## src/rtl/pe_feeder_pkg.sv

```systemverilog
// Shared types and default geometry for the PE feeder.
// Derived burst sizes are given here for the default 3x3 kernel over a 5x5 activation tile.
package pe_feeder_pkg;

    localparam int DEF_DATA_BITWIDTH = 16;
    localparam int DEF_KERNEL_SIZE   = 3;
    localparam int DEF_ACT_SIZE      = 5;

    localparam int N_WGHT    = DEF_KERNEL_SIZE * DEF_KERNEL_SIZE;
    localparam int N_ACT     = DEF_ACT_SIZE * DEF_ACT_SIZE;
    localparam int N_ROWS    = DEF_ACT_SIZE - DEF_KERNEL_SIZE + 1;
    localparam int BUF_DEPTH = (N_WGHT > N_ACT) ? N_WGHT : N_ACT;
    localparam int BUF_PTR_W = $clog2(BUF_DEPTH);

    typedef enum logic [3:0] {
        IDLE,
        FILL_W,
        SEND_W,
        WAIT_WL,
        FILL_A,
        SEND_A,
        WAIT_AL,
        START,
        WAIT_CD,
        WAIT_CLR,
        OUT,
        DONE
    } state_t;

endpackage

```

## src/rtl/pe_feeder_buf.sv

```systemverilog
// Burst buffer: one synchronous write port, combinational read at rd_ptr.
// Contents are not reset; every word is written before it is read back.
module feed_buf #(
    parameter int WIDTH = 16,
    parameter int DEPTH = 25,
    parameter int PTR_W = 5
) (
    input  logic             clk,
    input  logic             wr_en,
    input  logic [PTR_W-1:0] wr_ptr,
    input  logic [WIDTH-1:0] wr_data,
    input  logic [PTR_W-1:0] rd_ptr,
    output logic [WIDTH-1:0] rd_data
);

    logic [WIDTH-1:0] mem [DEPTH];

    always_ff @(posedge clk) begin
        if (wr_en) begin
            mem[wr_ptr] <= wr_data;
        end
    end

    assign rd_data = mem[rd_ptr];

endmodule

```

## src/rtl/pe_feeder.sv

```systemverilog
// Buffers one convolution job (weights then activations), replays each burst into the PE
// load ports without bubbles, then sequences one start per output row and drains results.
module pe_feeder
    import pe_feeder_pkg::*;
#(
    parameter int DATA_BITWIDTH = DEF_DATA_BITWIDTH,
    parameter int KERNEL_SIZE   = DEF_KERNEL_SIZE,
    parameter int ACT_SIZE      = DEF_ACT_SIZE
) (
    input  logic                     clk,
    input  logic                     reset,
    input  logic [DATA_BITWIDTH-1:0] in_data,
    input  logic                     in_valid,
    output logic                     in_ready,
    output logic [DATA_BITWIDTH-1:0] filt_in,
    output logic [DATA_BITWIDTH-1:0] act_in,
    output logic                     load_en_wght,
    output logic                     load_en_act,
    output logic                     start,
    input  logic                     load_done,
    input  logic                     compute_done,
    input  logic [DATA_BITWIDTH-1:0] pe_out,
    output logic [DATA_BITWIDTH-1:0] out_data,
    output logic                     out_valid,
    input  logic                     out_ready,
    output logic                     busy,
    output logic                     job_done
);

    localparam int NUM_W    = KERNEL_SIZE * KERNEL_SIZE;
    localparam int NUM_A    = ACT_SIZE * ACT_SIZE;
    localparam int NUM_ROWS = ACT_SIZE - KERNEL_SIZE + 1;
    localparam int DEPTH    = (NUM_W > NUM_A) ? NUM_W : NUM_A;
    localparam int PW       = (DEPTH > 1) ? $clog2(DEPTH) : 1;
    localparam int RW       = (NUM_ROWS > 1) ? $clog2(NUM_ROWS) : 1;

    localparam logic [PW-1:0] LAST_W   = PW'(NUM_W - 1);
    localparam logic [PW-1:0] LAST_A   = PW'(NUM_A - 1);
    localparam logic [RW-1:0] LAST_ROW = RW'(NUM_ROWS - 1);

    state_t state, next_state;

    logic [PW-1:0]            wr_ptr;
    logic [PW-1:0]            rd_ptr;
    logic [RW-1:0]            row;
    logic [DATA_BITWIDTH-1:0] rd_data;
    logic                     accept;
    logic                     out_fire;
    logic                     in_fill;
    logic                     in_send;

    logic in_ready_d;
    logic load_en_wght_d;
    logic load_en_act_d;
    logic start_d;
    logic out_valid_d;
    logic busy_d;
    logic job_done_d;

    // in_ready is registered from next_state, so it is high exactly while in a FILL state.
    assign accept   = in_ready && in_valid;
    assign out_fire = out_valid && out_ready;
    assign in_fill  = (state == FILL_W) || (state == FILL_A);
    assign in_send  = (state == SEND_W) || (state == SEND_A);

    feed_buf #(
        .WIDTH (DATA_BITWIDTH),
        .DEPTH (DEPTH),
        .PTR_W (PW)
    ) u_buf (
        .clk     (clk),
        .wr_en   (accept),
        .wr_ptr  (wr_ptr),
        .wr_data (in_data),
        .rd_ptr  (rd_ptr),
        .rd_data (rd_data)
    );

    always_ff @(posedge clk or negedge reset) begin
        if (!reset) begin
            state <= IDLE;
        end else begin
            state <= next_state;
        end
    end

    always_comb begin
        next_state = state;
        unique case (state)
            IDLE:     if (in_valid)                      next_state = FILL_W;
            FILL_W:   if (accept && wr_ptr == LAST_W)    next_state = SEND_W;
            SEND_W:   if (rd_ptr == LAST_W)              next_state = WAIT_WL;
            WAIT_WL:  if (load_done)                     next_state = FILL_A;
            FILL_A:   if (accept && wr_ptr == LAST_A)    next_state = SEND_A;
            SEND_A:   if (rd_ptr == LAST_A)              next_state = WAIT_AL;
            WAIT_AL:  if (load_done)                     next_state = START;
            START:                                       next_state = WAIT_CD;
            WAIT_CD:  if (compute_done)                  next_state = WAIT_CLR;
            WAIT_CLR: if (!compute_done)                 next_state = OUT;
            OUT:      if (out_fire)                      next_state = (row == LAST_ROW) ? DONE : START;
            DONE:                                        next_state = IDLE;
            default:                                     next_state = IDLE;
        endcase
    end

    // Load enables follow the buffer read by one cycle so they line up with the registered data.
    always_comb begin
        in_ready_d     = (next_state == FILL_W) || (next_state == FILL_A);
        busy_d         = (next_state != IDLE);
        out_valid_d    = (next_state == OUT);
        start_d        = (next_state == START);
        job_done_d     = (next_state == DONE);
        load_en_wght_d = (state == SEND_W) && (rd_ptr == '0);
        load_en_act_d  = (state == SEND_A) && (rd_ptr == '0);
    end

    always_ff @(posedge clk or negedge reset) begin
        if (!reset) begin
            in_ready     <= 1'b0;
            filt_in      <= '0;
            act_in       <= '0;
            load_en_wght <= 1'b0;
            load_en_act  <= 1'b0;
            start        <= 1'b0;
            out_data     <= '0;
            out_valid    <= 1'b0;
            busy         <= 1'b0;
            job_done     <= 1'b0;
        end else begin
            in_ready     <= in_ready_d;
            load_en_wght <= load_en_wght_d;
            load_en_act  <= load_en_act_d;
            start        <= start_d;
            out_valid    <= out_valid_d;
            busy         <= busy_d;
            job_done     <= job_done_d;
            if (state == SEND_W) begin
                filt_in <= rd_data;
            end
            if (state == SEND_A) begin
                act_in <= rd_data;
            end
            if (state == WAIT_CD && compute_done) begin
                out_data <= pe_out;
            end
        end
    end

    // Pointers idle at zero, so each FILL and SEND starts from word 0.
    always_ff @(posedge clk or negedge reset) begin
        if (!reset) begin
            wr_ptr <= '0;
            rd_ptr <= '0;
            row    <= '0;
        end else begin
            if (!in_fill) begin
                wr_ptr <= '0;
            end else if (accept) begin
                wr_ptr <= wr_ptr + 1'b1;
            end

            if (in_send) begin
                rd_ptr <= rd_ptr + 1'b1;
            end else begin
                rd_ptr <= '0;
            end

            if (state == IDLE) begin
                row <= '0;
            end else if (state == OUT && out_fire && row != LAST_ROW) begin
                row <= row + 1'b1;
            end
        end
    end

endmodule

```

## config.mk

```make
export PLATFORM = sky130hd
export DESIGN_NAME = pe_feeder
export DESIGN_NICKNAME = d
export VERILOG_FILES = /design/src/rtl/pe_feeder_pkg.sv /design/src/rtl/pe_feeder_buf.sv /design/src/rtl/pe_feeder.sv
export SDC_FILE = /design/constraint.sdc
export NUM_CORES = 1
export LEC_CHECK = 0
export BUFFER_PORTS_ARGS = -buffer_cell sky130_fd_sc_hd__buf_4
export CAP_MARGIN = 20
export CORE_MARGIN = 4
export CORE_UTILIZATION = 45
export DETAILED_ROUTE_END_ITERATION = 10
export GPL_TIMING_DRIVEN = 0
export HOLD_SLACK_MARGIN = 0.05
export PLACE_DENSITY_LB_ADDON = 0.1
export SKIP_CTS_REPAIR_TIMING = 1
export SYNTH_ARGS = -nofsm -noshare
export SYNTH_HDL_FRONTEND = slang
export SYNTH_SLANG_ARGS = --single-unit
```

## constraint.sdc

```tcl
create_clock -name clk -period 2.4 [get_ports clk]
set_clock_uncertainty 0.05 [all_clocks]
set_input_delay 0.36 -clock clk [delete_from_list [all_inputs] [get_ports clk]]
set_output_delay 0.36 -clock clk [all_outputs]
set_load 0.01 [all_outputs]
```

Word level (Yosys, flattened, before mapping)
Memory sizes are Yosys's and may differ from the RTL's. Cells that the tools add are included.

Bits in registers: 71. Output and inout port bits: 55. Memories: 1. Bits in writable memories: 400.

Reductions and logical operators: 16. Multiplexer cells: 19. Equality and inequality tests: 22. Add/subtract/negate cells: 3.

Memories: u_buf.mem (depth 25, width 16, rd ports 1, clocked after memory_dff 0, wr ports 1, line pe_feeder_buf.sv:16) `logic [WIDTH-1:0] mem [DEPTH];`.

Operators with widths (number): $mux W4 (11); $pmux W4 S11 (1); $eq A4 B3 Y1 const B (6); $eq A4 B4 Y1 const B (5); $mux W5 (3); $add A5 B1 Y5 const B (2); $eq A5 B4 Y1 const B (2); $eq A5 B5 Y1 const B (2); $logic_and A1 B1 Y1 (9); $eq A4 B1 Y1 const B (2); $eq A4 B2 Y1 const B (2); $logic_not A5 Y1 (1); $logic_not A4 Y1 (1); $mux W2 (2); $ne A2 B2 Y1 const B (2); $reduce_bool A4 Y1 (1); $logic_or A1 B1 Y1 (3); $add A2 B1 Y2 const B (1); $eq A2 B2 Y1 const B (1); $mux W1 (2); $reduce_bool A2 Y1 (1).

Logic depth before layout (Yosys ltp)
Depth after elaboration: 6. Mapped depth: 11.

Hierarchy
From an unflattened synthesis, not the netlist that was laid out.

Cells, all modules: 1025. Area total of the unflattened synthesis: 18657.9 um^2.

Modules (own cells, without submodules): feed_buf (instances 1, cells an instance 767, sequential area each 12011.5 um^2, area each 15636.2 um^2); pe_feeder (instances 1, cells an instance 258, sequential area each 1776.7 um^2, area each 3021.6 um^2).

Least setup slack after synthesis
No wires, ideal clock.

Path type: register -> register. From: register wr_ptr[0]. To: register in_ready. Clock period less this slack: 2303 ps. Setup time: 119 ps. Slack: 97 ps. Cell stages (with the launch flop): 8. Buffers on the path: 0. Data required time: 2231 ps. Data arrival time: 2135 ps. Cells stage by stage: dfrtp_1 > inv_1 > ha_1 > nand3_1 > nor2_1 > a221oi_4 > nand4b_1 > a21bo_1.

Cells in the longest elaborated chain, start to end: 6.

RTL lines: start, declared (line pe_feeder.sv:43) `logic [PW-1:0] wr_ptr;`; start signal, assigned (line pe_feeder.sv:159) `wr_ptr <= wr_ptr + 1'b1;`; $eq A5 B5 Y1 or $eq A5 B4 Y1 (tied branches) (line pe_feeder.sv:94, pe_feeder.sv:91); $logic_and A1 B1 Y1, on equally long branches (line pe_feeder.sv:94, pe_feeder.sv:91); $mux W4, on equally long branches (line pe_feeder.sv:94, pe_feeder.sv:91); $pmux W4 S11 * (line pe_feeder.sv:89) `unique case (state)`; $eq A4 B1 Y1 or $eq A4 B3 Y1 (tied branches) (line pe_feeder.sv:108) `in_ready_d = (next_state == FILL_W) || (next_state == FILL_A);`; $logic_or A1 B1 Y1 * (line pe_feeder.sv:108); net in_ready_d (line pe_feeder.sv:52) `logic in_ready_d;`; end signal, assigned (line pe_feeder.sv:130) `in_ready <= in_ready_d;`; end, declared (line pe_feeder.sv:14) `output logic in_ready,`.

Mark *: on every way through the listed nets, which the timed path passes. The rest lies on a longest branch. A chain may end at the register's enable or synchronous reset.

Worst setup path after layout
From: register in_ready. To: memory u_buf.mem[23][5], enable pin.

Cells in the longest elaborated chain, start to end: 3.

RTL lines: $logic_and A1 B1 Y1 (line pe_feeder.sv:61) `assign accept = in_ready && in_valid;`; $mux W1 (line pe_feeder_buf.sv:19) `if (wr_en) begin`; $mux W1 (not written as such) (line pe_feeder_buf.sv:20) `mem[wr_ptr] <= wr_data;`; end, declared (line pe_feeder_buf.sv:16).

No other way between the ends.

==> impl_metrics.csv <==
group,metric,value,unit
run_status,outcome,"finished with violations",
run_status,violations,"negative setup slack",
clock_tree,path_clk_slew,0.06,ns
clock_tree,clk_path_buf_depth,3,
synthesis,synth-edff-count,400,
grt,overflow,0,
floorplan,start_util,46.0,%
synthesis,syn_inst,1002,
detailed_routing,dr.pass1.iters,5,
worst_setup_path,start_kind,"flop",
clock_tree,cts_buffers,50,
final_layout,layout_common_cells,"edfxtp_1, buf_4, mux4_2",
grt,grt_max_degree,72,
worst_setup_path,cp_top_family,"simple AND/OR/NAND/NOR gates",
power,p_clk_share,34.1,%
power,seqPwrFrac,44.7,%
sta,relSlewSlack,37.2,%
worst_setup_path,path_cells,"and2_1 -> clkbuf_1 -> nand2_1 -> nor2_2 -> buf_8",
synthesis,ys_seq_area_share,74.8,%
clock_tree,cts.sinks,471,
floorplan,die_h,210,µm
power,power_switching_share,26.0,%
final_layout,final_common_cell,"edfxtp_1",
power,netSwitchingPower,0.00561,W
floorplan,die_area,44200,µm²
job,cap_viol_max_count,0,
final_layout,diodes,0,
grt,grtUsageTotal,19.4,%
clock_tree,cts_max_level,2,
power,power_frac_comb,21.2,%
synthesis,synth_cell_types,56,
detailed_routing,drc,0,
synthesis,ys_warn_count,0,
placed_design,placement.cell_area,20200,µm²
synthesis,syn_avg_cell_area,18.4,µm²
clock_tree,clk_latency,0.58,ns
worst_setup_path,cp_slowest_cell,"nor2_2",
detailed_routing,vias_per_cell,5.52,
worst_setup_path,cp.required,2.64,ns
placed_design,gp_congestion,0.796,
floorplan,ios,93,
worst_setup_path,critPathMaxStageDelay,0.63,ns
detailed_routing,vias,9749,
floorplan,design.core.area,40100,µm²
sta,whs,0.124,ns
final_layout,drive_gt1_share,32.7,%
worst_setup_path,cp_num_cells,5,
power,power.internal,0.0160,W
synthesis,synth_top_flop_cell,"edfxtp_1",
sta,period_share,101,%
worst_setup_path,crit_fanout,9,
sta,rsz0062_at_grt,"yes",
placed_design,port_buffers,92,
sta,setup_viol,17,
sta,timing.final.ws_setup,-0.0186,ns
detailed_routing,drtAntennaViolNets,0,
floorplan,die_w,210,µm
power,leakage,7.58,nW
placed_design,post-dp-hpwl,27.5,mm
worst_setup_path,crit_type,"flop to flop",
sta,hold_violations,0,
final_layout,stdcell_area,22400,µm²
min_path,hold_class,"input port to flop",
final_layout,finish.net_count,1247,
sta,worstMarginPinSlew,0.942,ns
synthesis,async_reset_ff_share,15.1,%
detailed_routing,wl_per_cell,24.3,µm
synthesis,synth_nets,1047,
synthesis,ys_ff_latch,471,
final_layout,final_util,55.8,%
power,cellPowerDensity,964,nW/µm²
synthesis,synth.cell_area,18400,µm²
floorplan,rows,73,
grt,grt_pass1_vias,9877,
sta,max_freq,0.413,GHz
sta,period_needed,2.42,ns
worst_setup_path,cp.arrival,2.65,ns
worst_setup_path,setup.worst_path.end_class,"flop",
grt,grt_pass1_wl,63.9,mm
worst_setup_path,reg2regPathDepth,5,
clock_tree,cts_root_buf,"clkbuf_16",
detailed_routing,wl,42.9,mm
power,ir_worst_vdd,708,µV
grt,antenna_found_initial,0,
worst_setup_path,critPathBufInv,2,
detailed_routing,first_iter_violations,877,
placed_design,dp_cells,1643,
power,power,0.0216,W
final_layout,instances_no_fill,1765,
final_layout,area_growth,21.5,%
min_path,whs_path_depth,1,
clock_tree,cts_tree,"yes",
sta,final-max-slew-violation-count,0,
## worst paths after layout
| kind | slack (ns) | end | startpoint |
|---|---|---|---|
| setup / recovery | -0.02 | u_buf.mem[23][5] | in_ready |
| hold / removal | 0.12 | u_buf.mem[0][2] | in_data[2] |
| setup reg to reg | -0.02 | u_buf.mem[23][5] | in_ready |
| hold reg to reg | 0.43 | filt_in[10] | filt_in[10] |
| max in group asynchronous | 1.23 | rd_ptr[0] | reset |
| min in group asynchronous | 0.41 | load_en_act | reset |
## metrics by stage
stage | worst slack (ns) | setup TNS (ns)
6_report | -0.0186 | -0.171
5_1_grt | -0.148 | -3.33
4_1_cts | -0.666 | -14.84
3_5_place_dp | -0.619 | -14.23
3_3_place_gp | -0.840 | -248.24
2_1_floorplan | 0.0966 | 0
## logic make-up after synthesis
group	synth area share (%)
DFF	74.8
and+or+nand+nor	4.58
AOI/OAI and AO/OA	5.38
muxes	12.6
buffers and inverters	1.85
adders and majority gates	0.475
xor gates and xnor gates	0.285
## metal layers
| metal | routed length (µm) | GRT usage, % | vias up | share of wire [%] |
|---|---|---|---|---|
| met3 | 1900 | 2.72 | 62 | 4.4 |
| met2 | 20900 | 31.4 | 244 | 49 |
| met5 | 0 | 0 | - | 0 |
| met1 | 19000 | 27.8 | 5047 | 44 |
| li1 | - | - | 4396 | - |
| met4 | 1080 | 6.01 | 0 | 2.5 |
## flip-flops by register name, indices dropped and copies added, names as in the netlist, 2 cells and up
name,flops
wr_ptr,5
rd_ptr,5
out_data,16
row,2
u_buf.mem,400
filt_in,16
act_in,16
state,4
## power by group through the flow
stage	Sequential (W)	Clock [W]	Combinational, W
finish	0.00966	0.00736	0.00457
global route	0.00972	0.00787	0.00493
CTS	0.00965	0.00754	0.00422
detailed placement	0.00982	0	0.00421
global placement	0.00981	0	0.00409
floorplan	0.00995	0	0.00236
## cells in the mapped netlist, drive strengths merged, types with 8 or more instances
cell | number | area [µm²]
a211o | 10 | 87.6
a211oi | 8 | 60.1
a21oi | 32 | 160
a221oi | 8 | 87.6
a22oi | 18 | 135
a31oi | 9 | 56.3
buf | 30 | 210
clkbuf | 28 | 105
dfrtp | 71 | 1780
edfxtp | 400 | 12000
mux2 | 37 | 417
mux2i | 26 | 260
mux4 | 73 | 1640
nand2 | 48 | 183
nand2b | 12 | 75.1
nor2 | 63 | 236
nor2b | 14 | 87.6
o21ai | 17 | 85.1
o22ai | 17 | 106
## cell type report
class                           count  area, µm²
Sequential cell                   471      13800
Fill cell                        3073      17700
Timing Repair Buffer              152       1420
Inverter                            7       46.3
Buffer                             54        395
Clock inverter                     19        189
Tap cell                          525        657
Clock buffer                       71       1350
Multi-Input combinational cell    466       4540
Power figures use the tool's default switching activity.
